$ cat config.mk
export PLATFORM = sky130hd
export DESIGN_NAME = pipelined_barrel_shifter_flat
export DESIGN_NICKNAME = d
export VERILOG_FILES = /design/src/rtl/pipelined_barrel_shifter_if.sv /design/src/rtl/pipelined_barrel_shifter.sv /design/src/flat_wrapper.sv
export SDC_FILE = /design/constraint.sdc
export NUM_CORES = 1
export LEC_CHECK = 0
export BUFFER_PORTS_ARGS = -buffer_cell sky130_fd_sc_hd__buf_4
export CAP_MARGIN = 5
export CORE_MARGIN = 5
export CORE_UTILIZATION = 56
export CTS_CLUSTER_SIZE = 20
export DETAILED_ROUTE_END_ITERATION = 16
export HOLD_SLACK_MARGIN = 0.12
export MAX_ROUTING_LAYER = met4
export PLACE_DENSITY = 0.79
export SYNTH_ARGS = -nofsm -noshare
export SYNTH_HDL_FRONTEND = slang
export SYNTH_SLANG_ARGS = --single-unit
$ cat constraint.sdc
create_clock -name clk -period 1.8 [get_ports clk]
set_clock_uncertainty 0.2 [all_clocks]
set_input_delay 0.54 -clock clk [delete_from_list [all_inputs] [get_ports clk]]
set_output_delay 0.54 -clock clk [all_outputs]
set_load 0.01 [all_outputs]
$ cat src/rtl/pipelined_barrel_shifter_if.sv
// pipelined_barrel_shifter_if: operand/result valid-ready bundle for the pipelined barrel shifter
interface pipelined_barrel_shifter_if #(
  parameter int WIDTH = 8,
  parameter int SHW = $clog2(WIDTH)
);
  logic in_valid;
  logic in_ready;
  logic [WIDTH-1:0] data_in;
  logic [SHW-1:0] shamt_in;
  logic [1:0] mode_in;
  logic out_valid;
  logic out_ready;
  logic [WIDTH-1:0] data_out;
  logic zero_out;
  modport master (
    output in_valid, data_in, shamt_in, mode_in, out_ready,
    input in_ready, out_valid, data_out, zero_out
  );
  modport slave (
    input in_valid, data_in, shamt_in, mode_in, out_ready,
    output in_ready, out_valid, data_out, zero_out
  );
endinterface

$ cat src/rtl/pipelined_barrel_shifter.sv
// pipelined_barrel_shifter: LSL/LSR/ASR/ROR with one registered mux level per shift-amount bit
module pipelined_barrel_shifter #(
  parameter int WIDTH = 8,
  parameter int SHW = $clog2(WIDTH)
) (
  input logic clk,
  input logic rst_n,
  pipelined_barrel_shifter_if.slave b
);
  logic [WIDTH-1:0] d_q [SHW];
  logic [SHW-1:0] v_q;
  logic [1:0] m_q [SHW-1];
  logic [SHW-1:0] a_q [SHW-1];
  logic [WIDTH-1:0] si_d [SHW];
  logic [1:0] si_m [SHW];
  logic [SHW-1:0] si_a [SHW];
  logic [SHW-1:0] si_v;
  logic adv;
  // ASR fill uses x's MSB, which every earlier ASR stage has preserved as the original sign
  function automatic logic [WIDTH-1:0] shift_by(input logic [WIDTH-1:0] x, input logic [1:0] m, input int s);
    logic [WIDTH-1:0] fill;
    fill = ~({WIDTH{1'b1}} >> s) & {WIDTH{x[WIDTH-1]}};
    return m == 2'b00 ? x << s :
           m == 2'b01 ? x >> s :
           m == 2'b10 ? (x >> s) | fill :
                        (x >> s) | (x << (WIDTH - s));
  endfunction
  assign adv = !v_q[SHW-1] | b.out_ready;
  assign b.in_ready = adv;
  assign b.out_valid = v_q[SHW-1];
  assign b.data_out = d_q[SHW-1];
  assign b.zero_out = v_q[SHW-1] & ~|d_q[SHW-1];
  always_comb begin
    si_d[0] = b.data_in;
    si_m[0] = b.mode_in;
    si_a[0] = b.shamt_in;
    si_v[0] = b.in_valid;
    for (int k = 1; k < SHW; k++) begin
      si_d[k] = d_q[k-1];
      si_m[k] = m_q[k-1];
      si_a[k] = a_q[k-1];
      si_v[k] = v_q[k-1];
    end
  end
  // amount travels right-shifted so each stage only ever tests bit 0
  always_ff @(posedge clk or negedge rst_n)
    if (!rst_n) begin
      d_q <= '{default: '0};
      v_q <= '0;
      m_q <= '{default: '0};
      a_q <= '{default: '0};
    end else if (adv) begin
      v_q <= si_v;
      for (int k = 0; k < SHW; k++)
        d_q[k] <= si_a[k][0] ? shift_by(si_d[k], si_m[k], 1 << k) : si_d[k];
      for (int k = 0; k < SHW - 1; k++) begin
        m_q[k] <= si_m[k];
        a_q[k] <= si_a[k] >> 1;
      end
    end
endmodule
$ cat src/flat_wrapper.sv
// flat-port wrapper written by rule: the top's interface ports become plain ports
module pipelined_barrel_shifter_flat 
#(
  parameter int WIDTH = 8,
  parameter int SHW = $clog2(WIDTH)
)
  (clk, rst_n, b_in_valid, b_data_in, b_shamt_in, b_mode_in, b_out_ready, b_in_ready, b_out_valid, b_data_out, b_zero_out);
  pipelined_barrel_shifter_if #(.WIDTH(WIDTH), .SHW(SHW)) b_i ();
  input logic clk;
  input logic rst_n;
  input wire logic [$bits(b_i.in_valid)-1:0] b_in_valid;
  input wire logic [$bits(b_i.data_in)-1:0] b_data_in;
  input wire logic [$bits(b_i.shamt_in)-1:0] b_shamt_in;
  input wire logic [$bits(b_i.mode_in)-1:0] b_mode_in;
  input wire logic [$bits(b_i.out_ready)-1:0] b_out_ready;
  output wire logic [$bits(b_i.in_ready)-1:0] b_in_ready;
  output wire logic [$bits(b_i.out_valid)-1:0] b_out_valid;
  output wire logic [$bits(b_i.data_out)-1:0] b_data_out;
  output wire logic [$bits(b_i.zero_out)-1:0] b_zero_out;
  assign b_i.in_valid = b_in_valid;
  assign b_i.data_in = b_data_in;
  assign b_i.shamt_in = b_shamt_in;
  assign b_i.mode_in = b_mode_in;
  assign b_i.out_ready = b_out_ready;
  assign b_in_ready = b_i.in_ready;
  assign b_out_valid = b_i.out_valid;
  assign b_data_out = b_i.data_out;
  assign b_zero_out = b_i.zero_out;
  pipelined_barrel_shifter #(.WIDTH(WIDTH), .SHW(SHW)) u_core (.clk(clk), .rst_n(rst_n), .b(b_i));
endmodule
==> metrics.md <==
| Metric | Value |
|---|---|
| Remaining routing DRC violations | `0` |
| Worst VDD drop | `roughly 0.8 mV` |
| Post-synth top area cell | `sky130_fd_sc_hd__dfrtp_1` |
| Fraction of final layout cells sized beyond drive strength 1 | `23.79%` |
| DR vias/cell | `5.782` |
| Number of synthesized flops with an enable pin | `0` |
| Count of TritonRoute iterations in the first routing pass | `4` |
| Maximum count of clock buffers along a single path | `2` |
| Clock tree from TritonCTS | `yes` |
| Crit path largest cell delay | `0.54 ns` |
| DR iter-0 viols | `57` |
| Fin area | `between 2000 and 2500 µm²` |
| Width of the chip | `67.16 µm` |
| Routed vias | `between 1500 and 2000` |
| Final number of max-transition violations | `0` |
| Placed instance area | `2026 µm²` |
| Setup Crit Path Kind | `flop to output port` |
| Site row count | `20` |
| Root buffer selected by CTS | `sky130_fd_sc_hd__clkbuf_4` |
| Detail-routed net length per standard cell | `14.73 µm` |
| Number of sinks on the clock net | `34` |
| Yosys warns | `0` |
| Starting density of the core | `58.95%` |
| Final weighted congestion of routability-driven global placement | `between 0.8 and 0.9` |
| Outcome | `finished, violations left` |
| Maximum net fanout on the critical path | `2` |
| Total of flip-flops plus latches after synthesis | `34` |
| Die span in y | `67.16 µm` |
| Most used standard cell by instance count after synthesis | `sky130_fd_sc_hd__nand2_1` |
| Number of buffers created by CTS | `5` |
| Highest achievable clock rate | `432.8 MHz` |
| Min-Delay Path Class | `primary input to flop` |
| GRT Residual Overflow | `0` |
| Worst Setup End Kind | `output port` |
| Crit path launch type | `flop` |
| Slowest stage cell on the critical path | `sky130_fd_sc_hd__or4_4` |
| Static leakage | `approximately 0.95 nW` |
| Reg2reg end | `u_core.d_q[15]$_DFFE_PN0P_` |
| Via count of the first global-routing pass | `1543` |
| Clk Latency, worst-skew pair | `0.34 ns` |
| IO buf count | `27` |
| HPWL after detailed placement | `approximately 2900 µm` |
| Arrival time at the worst endpoint | `between 1.5 and 2 ns` |
| Critical R2R Launch | `u_core.m_q[2]$_DFFE_PN0P_` |
| Global-route total usage across every layer | `21.37%` |
| Footprint of the multi-input gates | `843.3 µm²` |
| Fill cell count | `274` |
| Most frequent cells after synthesis | `sky130_fd_sc_hd__nand2_1 (50), sky130_fd_sc_hd__o21ai_0 (37), sky130_fd_sc_hd__dfrtp_1 (34), sky130_fd_sc_hd__o21a_1 (10), sky130_fd_sc_hd__buf_4 (9)` |
| Area Growth Syn to Fin | `16.48%` |
| Ratio of total power to cell area | `1478 nW/µm²` |
| Floorplan core area | `3103 µm²` |
| CTS clock-pin slew for the worst setup and hold paths | `0.10 ns` |
| Number of cells on the worst reg-to-reg path | `3` |
| Average size of a mapped cell | `8.923 µm²` |
| Max-cap violations | `0` |
| Setup repair after global routing missed its margin | `true` |
| Chain of cells forming the critical path | `or4_4, nor4_4, buf_4` |
| Post-route clock period utilization | `128.4%` |
| Worst Path Required | `approximately 1.1 ns` |
| Register-to-register setup slack | `around 0.18 ns` |
| Final nets | `243` |
| Number of failing hold endpoints at the final stage | `0` |
| Slew at the pin closest to its max-slew limit | `0.4732 ns` |
| Number of placed I/O pins | `28` |
| Maximum number of pins on one net before global-route repair | `38` |
| Remaining antenna violation count after routing | `0` |
| Number of nets produced by synthesis | `222` |
| Post-layout minimum cycle time | `2.311 ns` |
| Number of failing setup endpoints in the final timing report | `1` |
| Non-filler cells in the finished layout | `271` |
| First-pass GRT wire length | `6969 µm` |
| Post-synthesis cell count | `205` |
| Ys flop type | `sky130_fd_sc_hd__dfrtp_1` |
| Violations in the final reports | `negative setup slack` |
| Pre-CTS worst setup slack | `-0.1560 ns` |
| Ant diodes | `0` |
| Async set or reset register ratio after synthesis | `100.0%` |
| Synth area leaders | `sky130_fd_sc_hd__dfrtp_1 (47%), sky130_fd_sc_hd__nand2_1 (10%), sky130_fd_sc_hd__o21ai_0 (10%)` |
| Total Die Area | `4510 µm²` |
| Top-area cell type share of the netlist area | `46.51%` |
| Critical path capture point | `b_zero_out` |
| Synth cell types | `28` |
| Seq/Total Area, Yosys | `46.51%` |
| Cell total after placement | `262` |
| Sequential Area | `about 850 µm²` |
| Worst setup startpoint | `u_core.b.data_out[4]$_DFFE_PN0P_` |
| Relative slew slack | `68.34%` |
| Minimum setup slack in the final design | `-0.5107 ns` |
| Wire length reported by the detailed router | `3992 µm` |
| H-tree levels | `2` |
| Number of antenna violations at the first check in global routing | `0` |
| Syn Std Cell Area | `1829 µm²` |
==> registers in the layout (all words and copies together) (netlist names) <==
register and count:
u_core.a_q 3, u_core.b.data_out 8, u_core.d_q 16, u_core.m_q 4, u_core.v_q 3
==> routing by layer <==
metal,global-route usage (%),part of all wire (%),vias up
met2,35.95,52,60
li1,-,-,762
met3,5.824,6.2,7
met4,12.41,2.4,0
met1,22.45,40,738
met5,-,0,-
==> placed cells by master (no fill, tap or decap) <==
cell type,instances
sky130_fd_sc_hd__a211oi_1,8
sky130_fd_sc_hd__a221oi_1,6
sky130_fd_sc_hd__a221oi_2,1
sky130_fd_sc_hd__a2bb2oi_1,4
sky130_fd_sc_hd__a31oi_1,1
sky130_fd_sc_hd__buf_4,30
sky130_fd_sc_hd__buf_6,4
sky130_fd_sc_hd__bufinv_16,1
sky130_fd_sc_hd__clkbuf_1,2
sky130_fd_sc_hd__clkbuf_4,5
sky130_fd_sc_hd__dfrtp_1,34
sky130_fd_sc_hd__dlygate4sd3_1,1
sky130_fd_sc_hd__inv_1,5
sky130_fd_sc_hd__inv_2,2
sky130_fd_sc_hd__mux2_2,6
sky130_fd_sc_hd__mux2_4,1
sky130_fd_sc_hd__nand2_1,50
sky130_fd_sc_hd__nand2b_1,1
sky130_fd_sc_hd__nor2_1,5
sky130_fd_sc_hd__nor2b_4,1
sky130_fd_sc_hd__nor4_4,1
sky130_fd_sc_hd__o21a_1,10
sky130_fd_sc_hd__o21ai_0,37
sky130_fd_sc_hd__o21ai_1,3
sky130_fd_sc_hd__o221ai_1,2
sky130_fd_sc_hd__o22ai_1,2
sky130_fd_sc_hd__o311a_1,1
sky130_fd_sc_hd__o311a_2,1
sky130_fd_sc_hd__or3_1,1
sky130_fd_sc_hd__or4_4,1
==> cell type report <==
cell class / count / area share (%)
clock buffers: 7 / 2.114
clock inverters: 1 / 1.409
inverters: 7 / 1.233
multi-input cells: 143 / 39.58
flip-flops and latches: 34 / 39.93
well taps: 44 / 2.584
repair buffers: 35 / 13.15
==> how the worst min path moves through the flow <==
| stage | slack [ns] | start | depth (start not counted) | endpoint |
|---|---|---|---|---|
| final | 0.19 | b_shamt_in[2] | 3 | u_core.a_q[4]$_DFFE_PN0P_ |
| after global routing | 0.18 | b_shamt_in[2] | 3 | u_core.a_q[4]$_DFFE_PN0P_ |
| after CTS | 0.18 | b_shamt_in[2] | 3 | u_core.a_q[4]$_DFFE_PN0P_ |
| after detailed placement | 0.25 | u_core.v_q[1]$_DFFE_PN0P_ | 2 | u_core.v_q[1]$_DFFE_PN0P_ |
| after global placement | 0.24 | u_core.v_q[1]$_DFFE_PN0P_ | 2 | u_core.v_q[1]$_DFFE_PN0P_ |
| after floorplan | 0.04 | rst_n | 0 | u_core.a_q[0]$_DFFE_PN0P_ |
==> through the flow <==
step	TNS (ns)	hold slack, ns	utilization (%)	total power, mW
final	-0.5107	0.1929	68.67	3.149
after global placement	-0.1157	0.2433	65.28	2.523
after floorplan	-0.03452	0.04441	-	2.231
after detailed placement	-0.1560	0.2470	65.28	2.588
after CTS	-0.5736	0.1818	68.67	3.163
after global routing	-0.6610	0.1791	68.67	3.410
==> power breakdown <==
group | total, mW | internal (mW) | switching (mW)
Clock | 0.539 | 0.294 | 0.244
Combinational | 1.22 | 0.635 | 0.588
Sequential | 1.39 | 1.06 | 0.328
==> critical path, delay by kind of cell, from the launching register on <==
family	cells	cell delay, ns
flip-flops	1	0.39
buffers and inverters	1	0.16
AND/OR/NAND/NOR	2	0.68
==> cells by family after synthesis <==
kind of cell           after synthesis  synth area share (%)
AND/OR/NAND/NOR                     60                 13.20
AO/OA/AOI/OAI                       76                 27.09
multiplexers                         7                 4.514
buffers and inverters               28                 8.686
flip-flops                          34                 46.51
==> timing repair <==
item,in CTS,in global routing
endpoints found under the setup margin,2,4
gates resized for setup,4,2
setup buffers,1,2
hold buffers,1,0
hold endpoints to repair,34,0
Note: power is estimated with default switching activity, not from simulation.
